[src/rtl/instr_sequencer_if.sv]
// Handshake and strobe bundle between the instruction sequencer and the ARM16 datapath.
// The sequencer takes the master modport; the datapath or stimulus side takes slave.
interface instr_sequencer_if #(
    parameter int CNT_W = 16
);
    logic             run;
    logic             step;
    logic [1:0]       ir_class;
    logic             mem_ready;
    logic             mem_req;
    logic             mem_write;
    logic             out_ramnotalu;
    logic             ir_load;
    logic             pc_count;
    logic             reg_load;
    logic             exec;
    logic             halted;
    logic             fault;
    logic [CNT_W-1:0] retired;

    modport master (
        input  run, step, ir_class, mem_ready,
        output mem_req, mem_write, out_ramnotalu, ir_load, pc_count, reg_load,
               exec, halted, fault, retired
    );

    modport slave (
        output run, step, ir_class, mem_ready,
        input  mem_req, mem_write, out_ramnotalu, ir_load, pc_count, reg_load,
               exec, halted, fault, retired
    );
endinterface

[src/rtl/instr_sequencer.sv]
// Multi-state instruction-cycle controller (HALT/FETCH/EXEC/MEM) for the ARM16 datapath,
// with ready-based memory waits, single-step control, timeout fault and retired counter.
module instr_sequencer #(
    parameter int MAX_WAIT = 15,
    parameter int CNT_W    = 16
) (
    input  logic               clk,
    input  logic               reset,
    instr_sequencer_if.master  bus
);

    typedef enum logic [1:0] {
        S_HALT  = 2'b00,
        S_FETCH = 2'b01,
        S_EXEC  = 2'b10,
        S_MEM   = 2'b11
    } state_e;

    typedef enum logic [1:0] {
        CLS_ALU = 2'b00,
        CLS_LDR = 2'b01,
        CLS_STR = 2'b10,
        CLS_BRL = 2'b11
    } ir_class_e;

    localparam int WAIT_W = (MAX_WAIT < 2) ? 1 : $clog2(MAX_WAIT + 1);
    // Timeout fires in the cycle whose closing edge would be the MAX_WAIT-th stalled edge.
    localparam logic [WAIT_W-1:0] WAIT_LAST = (MAX_WAIT == 0) ? '0 : WAIT_W'(MAX_WAIT - 1);

    state_e           state_q;
    logic             step_flag_q;
    logic [WAIT_W-1:0] wait_cnt_q;
    logic             fault_q;
    logic [CNT_W-1:0] retired_q;

    ir_class_e cls;
    logic      is_mem_cls;
    logic      mem_req;
    logic      mem_write;
    logic      out_ramnotalu;
    logic      ir_load;
    logic      pc_count;
    logic      reg_load;
    logic      complete;
    logic      timeout;

    assign cls        = ir_class_e'(bus.ir_class);
    assign is_mem_cls = (cls == CLS_LDR) || (cls == CLS_STR);

    always_comb begin
        // NOTE: every output gets a default first so no path through the case infers a latch.
        mem_req       = 1'b0;
        mem_write     = 1'b0;
        out_ramnotalu = 1'b0;
        ir_load       = 1'b0;
        pc_count      = 1'b0;
        reg_load      = 1'b0;
        unique case (state_q)
            S_FETCH: begin
                mem_req       = 1'b1;
                out_ramnotalu = 1'b1;
                ir_load       = bus.mem_ready;
                pc_count      = bus.mem_ready;
            end
            S_EXEC: begin
                reg_load = !is_mem_cls;
            end
            S_MEM: begin
                mem_req   = 1'b1;
                mem_write = (cls == CLS_STR);
                if (bus.mem_ready && (cls == CLS_LDR)) begin
                    reg_load      = 1'b1;
                    out_ramnotalu = 1'b1;
                end
            end
            default: begin
            end
        endcase
    end

    assign complete = ((state_q == S_EXEC) && !is_mem_cls) ||
                      ((state_q == S_MEM) && bus.mem_ready);
    assign timeout  = (MAX_WAIT != 0) && mem_req && !bus.mem_ready &&
                      (wait_cnt_q == WAIT_LAST);

    always_ff @(posedge clk or posedge reset) begin
        if (reset) begin
            // NOTE: non-blocking assignments throughout so every register samples pre-edge values.
            state_q     <= S_HALT;
            step_flag_q <= 1'b0;
            wait_cnt_q  <= '0;
            fault_q     <= 1'b0;
            retired_q   <= '0;
        end else begin
            unique case (state_q)
                S_HALT: begin
                    if (!fault_q && (bus.run || bus.step)) begin
                        state_q     <= S_FETCH;
                        step_flag_q <= !bus.run;
                        wait_cnt_q  <= '0;
                    end
                end
                S_FETCH, S_MEM: begin
                    if (timeout) begin
                        fault_q     <= 1'b1;
                        state_q     <= S_HALT;
                        step_flag_q <= 1'b0;
                    end else if (!bus.mem_ready) begin
                        wait_cnt_q <= wait_cnt_q + WAIT_W'(1);
                    end else if (state_q == S_FETCH) begin
                        state_q <= S_EXEC;
                    end
                end
                S_EXEC: begin
                    if (is_mem_cls) begin
                        state_q    <= S_MEM;
                        wait_cnt_q <= '0;
                    end
                end
                default: begin
                end
            endcase

            // Completion overrides the per-state branch: retire, then free-run or stop.
            if (complete) begin
                retired_q <= retired_q + CNT_W'(1);
                if (bus.run && !step_flag_q) begin
                    state_q    <= S_FETCH;
                    wait_cnt_q <= '0;
                end else begin
                    state_q     <= S_HALT;
                    step_flag_q <= 1'b0;
                end
            end
        end
    end

    assign bus.mem_req       = mem_req;
    assign bus.mem_write     = mem_write;
    assign bus.out_ramnotalu = out_ramnotalu;
    assign bus.ir_load       = ir_load;
    assign bus.pc_count      = pc_count;
    assign bus.reg_load      = reg_load;
    assign bus.exec          = (state_q == S_EXEC) || (state_q == S_MEM);
    assign bus.halted        = (state_q == S_HALT);
    assign bus.fault         = fault_q;
    assign bus.retired       = retired_q;

endmodule

[src/flat_wrapper.sv]
// flat-port wrapper written by rule: the top's interface ports become plain ports
module instr_sequencer_flat 
#(
    parameter int MAX_WAIT = 15,
    parameter int CNT_W    = 16
)
  (clk, reset, bus_run, bus_step, bus_ir_class, bus_mem_ready, bus_mem_req, bus_mem_write, bus_out_ramnotalu, bus_ir_load, bus_pc_count, bus_reg_load, bus_exec, bus_halted, bus_fault, bus_retired);
  instr_sequencer_if #(.CNT_W(CNT_W)) bus_i ();
  input  logic clk;
  input  logic reset;
  input wire logic [$bits(bus_i.run)-1:0] bus_run;
  input wire logic [$bits(bus_i.step)-1:0] bus_step;
  input wire logic [$bits(bus_i.ir_class)-1:0] bus_ir_class;
  input wire logic [$bits(bus_i.mem_ready)-1:0] bus_mem_ready;
  output wire logic [$bits(bus_i.mem_req)-1:0] bus_mem_req;
  output wire logic [$bits(bus_i.mem_write)-1:0] bus_mem_write;
  output wire logic [$bits(bus_i.out_ramnotalu)-1:0] bus_out_ramnotalu;
  output wire logic [$bits(bus_i.ir_load)-1:0] bus_ir_load;
  output wire logic [$bits(bus_i.pc_count)-1:0] bus_pc_count;
  output wire logic [$bits(bus_i.reg_load)-1:0] bus_reg_load;
  output wire logic [$bits(bus_i.exec)-1:0] bus_exec;
  output wire logic [$bits(bus_i.halted)-1:0] bus_halted;
  output wire logic [$bits(bus_i.fault)-1:0] bus_fault;
  output wire logic [$bits(bus_i.retired)-1:0] bus_retired;
  assign bus_i.run = bus_run;
  assign bus_i.step = bus_step;
  assign bus_i.ir_class = bus_ir_class;
  assign bus_i.mem_ready = bus_mem_ready;
  assign bus_mem_req = bus_i.mem_req;
  assign bus_mem_write = bus_i.mem_write;
  assign bus_out_ramnotalu = bus_i.out_ramnotalu;
  assign bus_ir_load = bus_i.ir_load;
  assign bus_pc_count = bus_i.pc_count;
  assign bus_reg_load = bus_i.reg_load;
  assign bus_exec = bus_i.exec;
  assign bus_halted = bus_i.halted;
  assign bus_fault = bus_i.fault;
  assign bus_retired = bus_i.retired;
  instr_sequencer #(.MAX_WAIT(MAX_WAIT), .CNT_W(CNT_W)) u_core (.clk(clk), .reset(reset), .bus(bus_i));
endmodule
[config.mk]
export PLATFORM = sky130hd
export DESIGN_NAME = instr_sequencer_flat
export DESIGN_NICKNAME = d
export VERILOG_FILES = /design/src/rtl/instr_sequencer_if.sv /design/src/rtl/instr_sequencer.sv /design/src/flat_wrapper.sv
export SDC_FILE = /design/constraint.sdc
export NUM_CORES = 1
export LEC_CHECK = 0
export BUFFER_PORTS_ARGS = -buffer_cell sky130_fd_sc_hd__buf_2
export CORE_ASPECT_RATIO = 1.4
export CORE_MARGIN = 2
export CORE_UTILIZATION = 33
export DETAILED_ROUTE_END_ITERATION = 10
export SLEW_MARGIN = 30
export SYNTH_ARGS = -nofsm -noshare
export SYNTH_HDL_FRONTEND = slang
export SYNTH_SLANG_ARGS = --single-unit
[constraint.sdc]
create_clock -name clk -period 4.5 [get_ports clk]
set_input_delay 0 -clock clk [delete_from_list [all_inputs] [get_ports clk]]
set_output_delay 0 -clock clk [all_outputs]
set_load 0.01 [all_outputs]
## After elaboration in Yosys (flattened, before gate mapping)

Index checks and enable logic that the tools add are counted.

- $add $sub $neg: 2
- Reductions and logical operators: 20
- Multiplexer cells: 26
- Equality and inequality tests: 10

Operators by type and width:

| operator | count |
|---|---|
| $mux W4 | 6 |
| $add A16 B1 Y16 const B | 1 |
| $mux W2 | 6 |
| $pmux W4 S3 | 1 |
| $mux W1 | 9 |
| $ne A4 B1 Y1 const B | 2 |
| $logic_and A1 B1 Y1 | 7 |
| $eq A2 B2 Y1 const B | 3 |
| $ne A3 B1 Y1 const B | 2 |
| $pmux W1 S2 | 3 |
| $pmux W2 S3 | 1 |
| $logic_not A1 Y1 | 5 |
| $add A4 B1 Y4 const B | 1 |
| $eq A2 B1 Y1 const B | 2 |
| $eq A4 B4 Y1 const B | 1 |
| $logic_or A1 B1 Y1 | 4 |
| $reduce_and A4 Y1 | 1 |
| $logic_not A2 Y1 | 1 |
| $reduce_and A2 Y1 | 1 |
| $reduce_or A2 Y1 | 1 |

- Bits of input ports: 7
- Output and inout port bits: 25
- Word-level logic and storage cells: 63
- Bits in registers: 24

## Depth between registers and ports, before layout

Gate-level depths: netlist (run 1).

- Word-level depth: 9
- Gate-level depth with buffers: 6
- Gate-level depth less buffers: 6

## Worst setup path before layout (run 1)

OpenSTA, ideal clock, no wires.

- Path type: register to register
- From: register u_core.wait_cnt_q[0]
- To: register u_core.wait_cnt_q[1]
- Data arrival time: 1.273 ns
- Clock period less this slack: 1.414 ns
- Cell stages (with the launch flop): 7
- Setup time: 0.141 ns
- Required time: 4.359 ns
- Path slack: 3.086 ns
- Path through: dfrtp_1 inv_1 ha_1 a31oi_1 nor2_1 a221oi_1 a211oi_1

- Cells in the longest elaborated chain, start to end: 6

RTL lines:

| what | line | RTL |
|---|---|---|
| start: declaration | instr_sequencer.sv:32 | `logic [WAIT_W-1:0] wait_cnt_q;` |
| start signal: assignment | instr_sequencer.sv:109 | `wait_cnt_q <= wait_cnt_q + WAIT_W'(1);` |
| $add A4 B1 Y4 or $eq A4 B4 Y1 (tied branches) | instr_sequencer.sv:109, instr_sequencer.sv:84 |  |
| $mux W4 or $logic_and A1 B1 Y1 (tied branches) | instr_sequencer.sv:108, instr_sequencer.sv:83 |  |
| $mux W4 (*) | instr_sequencer.sv:104 | `if (timeout) begin` |
| $pmux W4 S3 (*) | instr_sequencer.sv:95 | `unique case (state_q)` |
| $mux W4 | instr_sequencer.sv:127 | `if (bus.run && !step_flag_q) begin` |
| $mux W4 (*) | instr_sequencer.sv:125 | `if (complete) begin` |

Mark *: on every way between the ends. The rest lies on a longest branch, timed or not.
A chain may end at the register's enable or synchronous reset.

## Worst setup path after layout (run 1)

- From: register u_core.state_q[0]
- To: register u_core.retired_q[5], in the netlist u_core.bus.retired[5]

- Cells in the longest elaborated chain, start to end: 3

RTL lines:

| what | line | RTL |
|---|---|---|
| start: declaration | instr_sequencer.sv:30 | `state_e state_q;` |
| start signal: assignment | instr_sequencer.sv:89 | `state_q <= S_HALT;` |
| start signal: assignment | instr_sequencer.sv:98 | `state_q <= S_FETCH;` |
| start signal: assignment | instr_sequencer.sv:106 | `state_q <= S_HALT;` |
| $eq A2 B2 Y1, on equally long branches | instr_sequencer.sv:81, instr_sequencer.sv:82 |  |
| $logic_and A1 B1 Y1, on equally long branches | instr_sequencer.sv:81, instr_sequencer.sv:82 |  |
| $logic_or A1 B1 Y1 (*) | instr_sequencer.sv:81 | `assign complete = ((state_q == S_EXEC) && !is_mem_cls) \|\|` |
| end signal: assignment | instr_sequencer.sv:126 | `retired_q <= retired_q + CNT_W'(1);` |
| end: declaration | instr_sequencer.sv:34 | `logic [CNT_W-1:0] retired_q;` |

Marks and branches as above.

==> qor.txt, run 1 <==
peak supply drop: 0.230 mV
Final setup viols: 0
Initial Utilization: 34.7%
YS warnings: 0
first-pass GRT wire length: 4540 um
Synth top area share: 46.6%
DRC: 0
Syn Area/Cell: 9.90 sq um
cells after synthesis: 130
Synth area leader: dfrtp_1
async set or reset register ratio after synthesis: 100%
crit-path leading delay family: flip-flops
critical path peak fanout: 14
Syn Std Cell Area: 0.00129 sq mm
clock slew at reported path FFs: 90 ps
Least-Margin Pin Slew: 526 ps
Internal: 504 uW
power density cells: 514 mW/mm^2
sequential area share after synthesis: 46.6%
ys flop type: dfrtp_1
top cells by count, synth: dfrtp_1, nand2_1, xnor2_1, nor2_1, nand3_1
post-CTS resize count: 0
Finished Layout Cells: 202
setup ws final: 2860 ps
Tmin final: 1640 ps
1st-iter DRT viols: 21
switching share of total power: 36.6%
die height: 77.9 um
syn nets: 142
Hold Crit Class: in2reg
Worst Path Buf+Inv: 0
# rows: 26
Synth Register Bits: 24
r2r setup slk: 2860 ps
antenna violations before repair: 0
Critical Path RT: 4660 ps
largest net degree at the start of global routing: 25
gr ovfl total: 0
number of global-route vias before repair: 1021
CP arrival: 1800 ps
# H-tree levels: 1
nature of the critical path startpoint: flip-flop
Placed Cells: 197
DIE WIDTH: 56.8 um
Final GP Congestion: 0.843
crit end category: flip-flop
setup TNS after final layout: 0 ps
dpl ws: 2880 ps
CTS Buffer Depth: 2
All-Layer GR Usage: 12.6%
via count: 1054
final wirelength: 2670 um
Final period util: 36.4%
final hold vios: 0
crit-path cells: mux2i_1, nor2_2, and3_1, xor2_1
Pins Over Slew Limit: 0
Slowest cell on crit path: dfrtp_1
sequential power share: 44.1%
layout cells sized above 1: 25.6%
synth top area cells: dfrtp_1, xnor2_1, ha_1, nand2_1, nand3_1
vias per cell: 5.22
CORE AREA: 0.00371 sq mm
Skew-Pair Late Insertion Delay: 270 ps
Top Ports: 32
full die area: 0.00442 sq mm
Synth cell types: 38
fin nets: 173
synthesis-to-layout area growth: 19.9%
max incr delay on CP: 610 ps
Routed wire per std cell: 13.2 um
RSZ-0062 raised after global routing: false
combinational cell fraction of total power: 32.2%
First-pass DRT Iterations: 4
Max-slew headroom: 64.9%
Root Driver: clkbuf_8
clock power share: 23.7%
clock skew: 3.53 ps
Setup CP Type: reg2reg
Setup Fix Bufs, Post-CTS: 0
detailed placer's ending HPWL: 2020 um
most frequent cell after synthesis: dfrtp_1
Max Cap Viol: 0
Max Clk Rate: 611 MHz
status: finished clean
EDFF count, synth: 0
clock sink count: 24
P_leak: 0.000779 uW
CTS tree: done
Antenna diodes: 0
Psw: 290 uW
TritonCTS buffer count: 3
antenna-violating nets left: 0
IO buf count: 31
filler instances: 378
[cell usage in the layout, fill, tap and decap left out, drive strengths merged]
cell type and instances:
a211oi 1, a21boi 1, a21oi 4, a221oi 1, a22oi 1, a31o 1
a31oi 2, and2 2, and2b 1, and3 4, and4 2, buf 31
bufinv 1, clkbuf 3, dfrtp 24, dlygate4sd3 1, ha 5, inv 5
mux2i 1, nand2 14, nand2b 2, nand3 8, nand4 4, nand4b 1
nor2 11, nor2b 1, nor3b 1, nor4 1, nor4b 1, o21ai 4
o21bai 1, o22ai 1, o311a 1, or2 1, or2b 1, xnor2 14
xor2 2
[registers in the layout, indices dropped and copies added, names as in the netlist]
register            count
u_core.state_q          2
u_core.bus.retired     16
u_core.step_flag_q      1
u_core.bus.fault        1
u_core.wait_cnt_q       4
[cell families (layout without fill, tap and decap cells)]
group / Yosys count / count (layout) / synth area share, %
AO/OA/AOI/OAI: 18 / 18 / 9.04
flip-flops: 24 / 24 / 46.6
XOR/XNOR: 16 / 16 / 10.9
buffers and inverters: 11 / 41 / 3.98
multiplexers: 1 / 1 / 0.777
adder cells (fa/ha/maj): 5 / 5 / 4.86
AND/OR/NAND/NOR: 55 / 55 / 23.8
[what timing repair did]
item                                    4_1_cts  5_1_grt
hold buffers                                  1        0
endpoints found under the setup margin        0        0
hold endpoints to repair                     24        0
[worst register-to-register path, stage by stage, from the launching register on]
cell	delay [ps]
dfrtp_1	610
mux2i_1	420
nor2_2	160
and3_1	220
xor2_1	130
[power by group through the flow]
stage          clock, uW  sequential [uW]  combinational (uW)
5_1_grt              201              360                 286
2_1_floorplan          0              332                 195
6_report             188              350                 256
3_3_place_gp           0              351                 253
3_5_place_dp           0              353                 259
4_1_cts              194              348                 261
[stage by stage]
| step | hold WS, ps | area [sq um] | util [%] | power (uW) |
|---|---|---|---|---|
| final | 60.9 | 1540 | 41.6 | 794 |
| after global placement | 231 | 1460 | 39.4 | 604 |
| after CTS | 60.0 | 1540 | 41.6 | 803 |
| after floorplan | 14.6 | 1290 | - | 527 |
| after detailed placement | 243 | 1460 | 39.4 | 611 |
| after global routing | 81.1 | 1540 | 41.6 | 847 |
[final cells by class]
type / instances / area [sq um] / share of cell area (%)
multi-input combinational: 95 / 636 / 41.2
sequential: 24 / 601 / 38.9
timing repair buffer: 32 / 165 / 10.7
tap: 42 / 52.6 / 3.40
clock buffer: 3 / 41.3 / 2.67
clock inverter: 1 / 30.0 / 1.94
inverter: 5 / 18.8 / 1.22
[per-layer routing]
layer / up-vias / part of all wire, % / track usage [%]
li1: 505 / - / -
met1: 508 / 43 / 14.9
met2: 37 / 51 / 22.0
met3: 4 / 5.4 / 2.33
met4: 0 / 1.5 / 5.35
met5: - / 0 / 0
[worst paths after layout]
path,from,to,depth (start not counted)
max in group asynchronous,reset,u_core.wait_cnt_q[0],3
min reg2reg,u_core.bus.retired[15],u_core.bus.retired[15],1
min in group asynchronous,reset,u_core.bus.retired[8],3
max,u_core.state_q[0],u_core.bus.retired[5],4
min,bus_step,u_core.step_flag_q,3
max reg2reg,u_core.state_q[0],u_core.bus.retired[5],4
(Power assumes the default switching activity.)
==> run 2: changes to the inputs <==
==> constraint.sdc (replaced) <==
create_clock -name clk -period 1.3 [get_ports clk]
set_input_delay 0 -clock clk [delete_from_list [all_inputs] [get_ports clk]]
set_output_delay 0 -clock clk [all_outputs]
set_load 0.01 [all_outputs]
==> run 2 against run 1 <==
The flow now finishes with violations (setup timing). First-iteration DRC count up 62%. Hold slack gained 20 ps. Via count up 9.7%. Register-to-register slack got worse by 2900 ps. Maximum frequency up 22%. Non-clock buffer count up 26. Critical path type unchanged. Largest power group is now combinational logic. Highest routed layer unchanged.
==> qor.txt, run 2 (synthesis results as in run 1) <==
status: finished with violations
failing checks: setup timing
IO buf count: 31
Routed wire per std cell: 13.6 um
1st-iter DRT viols: 34
highest routed layer: met4
fin nets: 199
synthesis-to-layout area growth: 45.2%
crit end category: flip-flop
Placed Cells: 218
All-Layer GR Usage: 14.8%
Worst R2R Path Depth: 4
detailed placer's ending HPWL: 2240 um
FF-to-FF Start: u_core.state_q[0]
Final period util: 103%
Final setup viols: 6
most common cell after layout, fill and taps aside: buf_2
max reg flops: 16
Finished Core Util: 50.4%
DIE WIDTH: 56.8 um
die height: 77.9 um
Final GP Congestion: 0.776
vias per cell: 5.07
Min-Delay Path Depth: 3
hold_sp: bus_step
RSZ-0062 raised after global routing: true
full die area: 0.00442 sq mm
Least-Margin Pin Slew: 313 ps
# rows: 26
post-route cell area: 0.00187 sq mm
power density cells: 1820 mW/mm^2
clock skew: 7.87 ps
DRC: 0
# H-tree levels: 1
Finished Layout Cells: 228
clock sink count: 24
peak supply drop: 1.33 mV
critical path peak fanout: 5
Antenna diodes: 0
Skew-Pair Late Insertion Delay: 260 ps
Critical Path RT: 1480 ps
antenna-violating nets left: 0
Root Driver: clkbuf_8
TritonCTS buffer count: 3
Setup CP Type: reg2reg
CTS tree: done
post-placement cell area: 0.00166 sq mm
wl on met1: 1260 um
Initial Utilization: 34.7%
Hold Crit Class: in2reg
layout cells sized above 1: 45.7%
first-pass GRT wire length: 5300 um
antenna violations before repair: 0
P_leak: 0.000912 uW
Max Cap Viol: 0
Pins Over Slew Limit: 0
Max-slew headroom: 79.2%
via count: 1156
dpl ws: -85.8 ps
routed wl met3: 141 um
CP arrival: 1530 ps
First-pass DRT Iterations: 4
Top Ports: 32
CTS Buffer Depth: 2
filler instances: 350
r2r setup slk: -40 ps
final hold vios: 0
setup ws final: -41.8 ps
clock slew at reported path FFs: 90 ps
Max Clk Rate: 745 MHz
Tmin final: 1340 ps
end of the worst hold path: u_core.step_flag_q
number of global-route vias before repair: 1223
most frequent cells in the layout: buf_2, buf_4, dfrtp_1, nand2_1, xnor2_1
worst r2r dst: u_core.state_q[0]
met2 wire len: 1650 um
final wirelength: 3100 um
CORE AREA: 0.00371 sq mm
gr ovfl total: 0
largest net degree at the start of global routing: 25
nature of the critical path startpoint: flip-flop
-- run 2: changes by cell type in the layout (fill, tap and decap cells not counted), sizes merged --
cell  before  now
buf       31   57
-- run 2: final cells by class --
cell class / instances / area (sq um) / area share (%)
inverter: 5 / 21.3 / 1.14
tap: 42 / 52.6 / 2.81
clock buffer: 3 / 41.3 / 2.21
multi-input combinational: 95 / 734 / 39.3
clock inverter: 1 / 30.0 / 1.61
timing repair buffer: 58 / 385 / 20.6
sequential: 24 / 604 / 32.3
-- run 2: how the worst max path moves through the flow --
stage                         startpoint                     to  slack, ps  cells after the start
finish                 u_core.state_q[0]      u_core.state_q[0]        -40                      4
global route           u_core.state_q[0]      u_core.state_q[0]       -110                      4
CTS                 u_core.wait_cnt_q[1]   u_core.wait_cnt_q[1]        -40                      5
detailed placement       bus_ir_class[0]  u_core.bus.retired[5]        -90                      7
global placement         bus_ir_class[0]  u_core.bus.retired[5]        -40                      7
floorplan           u_core.wait_cnt_q[1]   u_core.wait_cnt_q[1]        -10                      5
-- run 2: report_power, final --
part | switching [uW] | internal (uW)
Combinational | 777 | 855
Clock | 235 | 411
Sequential | 197 | 924
Total | 1210 | 2190
-- run 2: per-layer routing --
| metal | global-route usage [%] | up-vias |
|---|---|---|
| met2 | 27.9 | 34 |
| met1 | 16.8 | 560 |
| met5 | 0 | - |
| met4 | 4.19 | 0 |
| met3 | 2.33 | 4 |
| li1 | - | 558 |
-- run 2: critical path, cell delays in order, from the launching register on --
cell      delay (ps)
dfrtp_2          450
mux2i_4          220
nand2b_4         170
nor3b_4          280
o21bai_1         150
-- run 2: metrics by stage --
| step | hold WS (ps) | setup TNS [ps] | total power, uW |
|---|---|---|---|
| after floorplan | 14.6 | -23.6 | 1900 |
| after global placement | 60.1 | -72.9 | 2440 |
| after detailed placement | 60.6 | -386 | 2480 |
| after CTS | 77.7 | -136 | 3260 |
| after global routing | 77.3 | -1270 | 3630 |
| final | 80.8 | -123 | 3400 |
-- run 2: timing repair --
item                                    4_1_cts  5_1_grt
hold buffers                                  1        0
resized for setup                            11       15
pin swaps                                     5       10
endpoints found under the setup margin       15       23
endpoints found under the hold margin        24        0
setup buffers                                 2        3
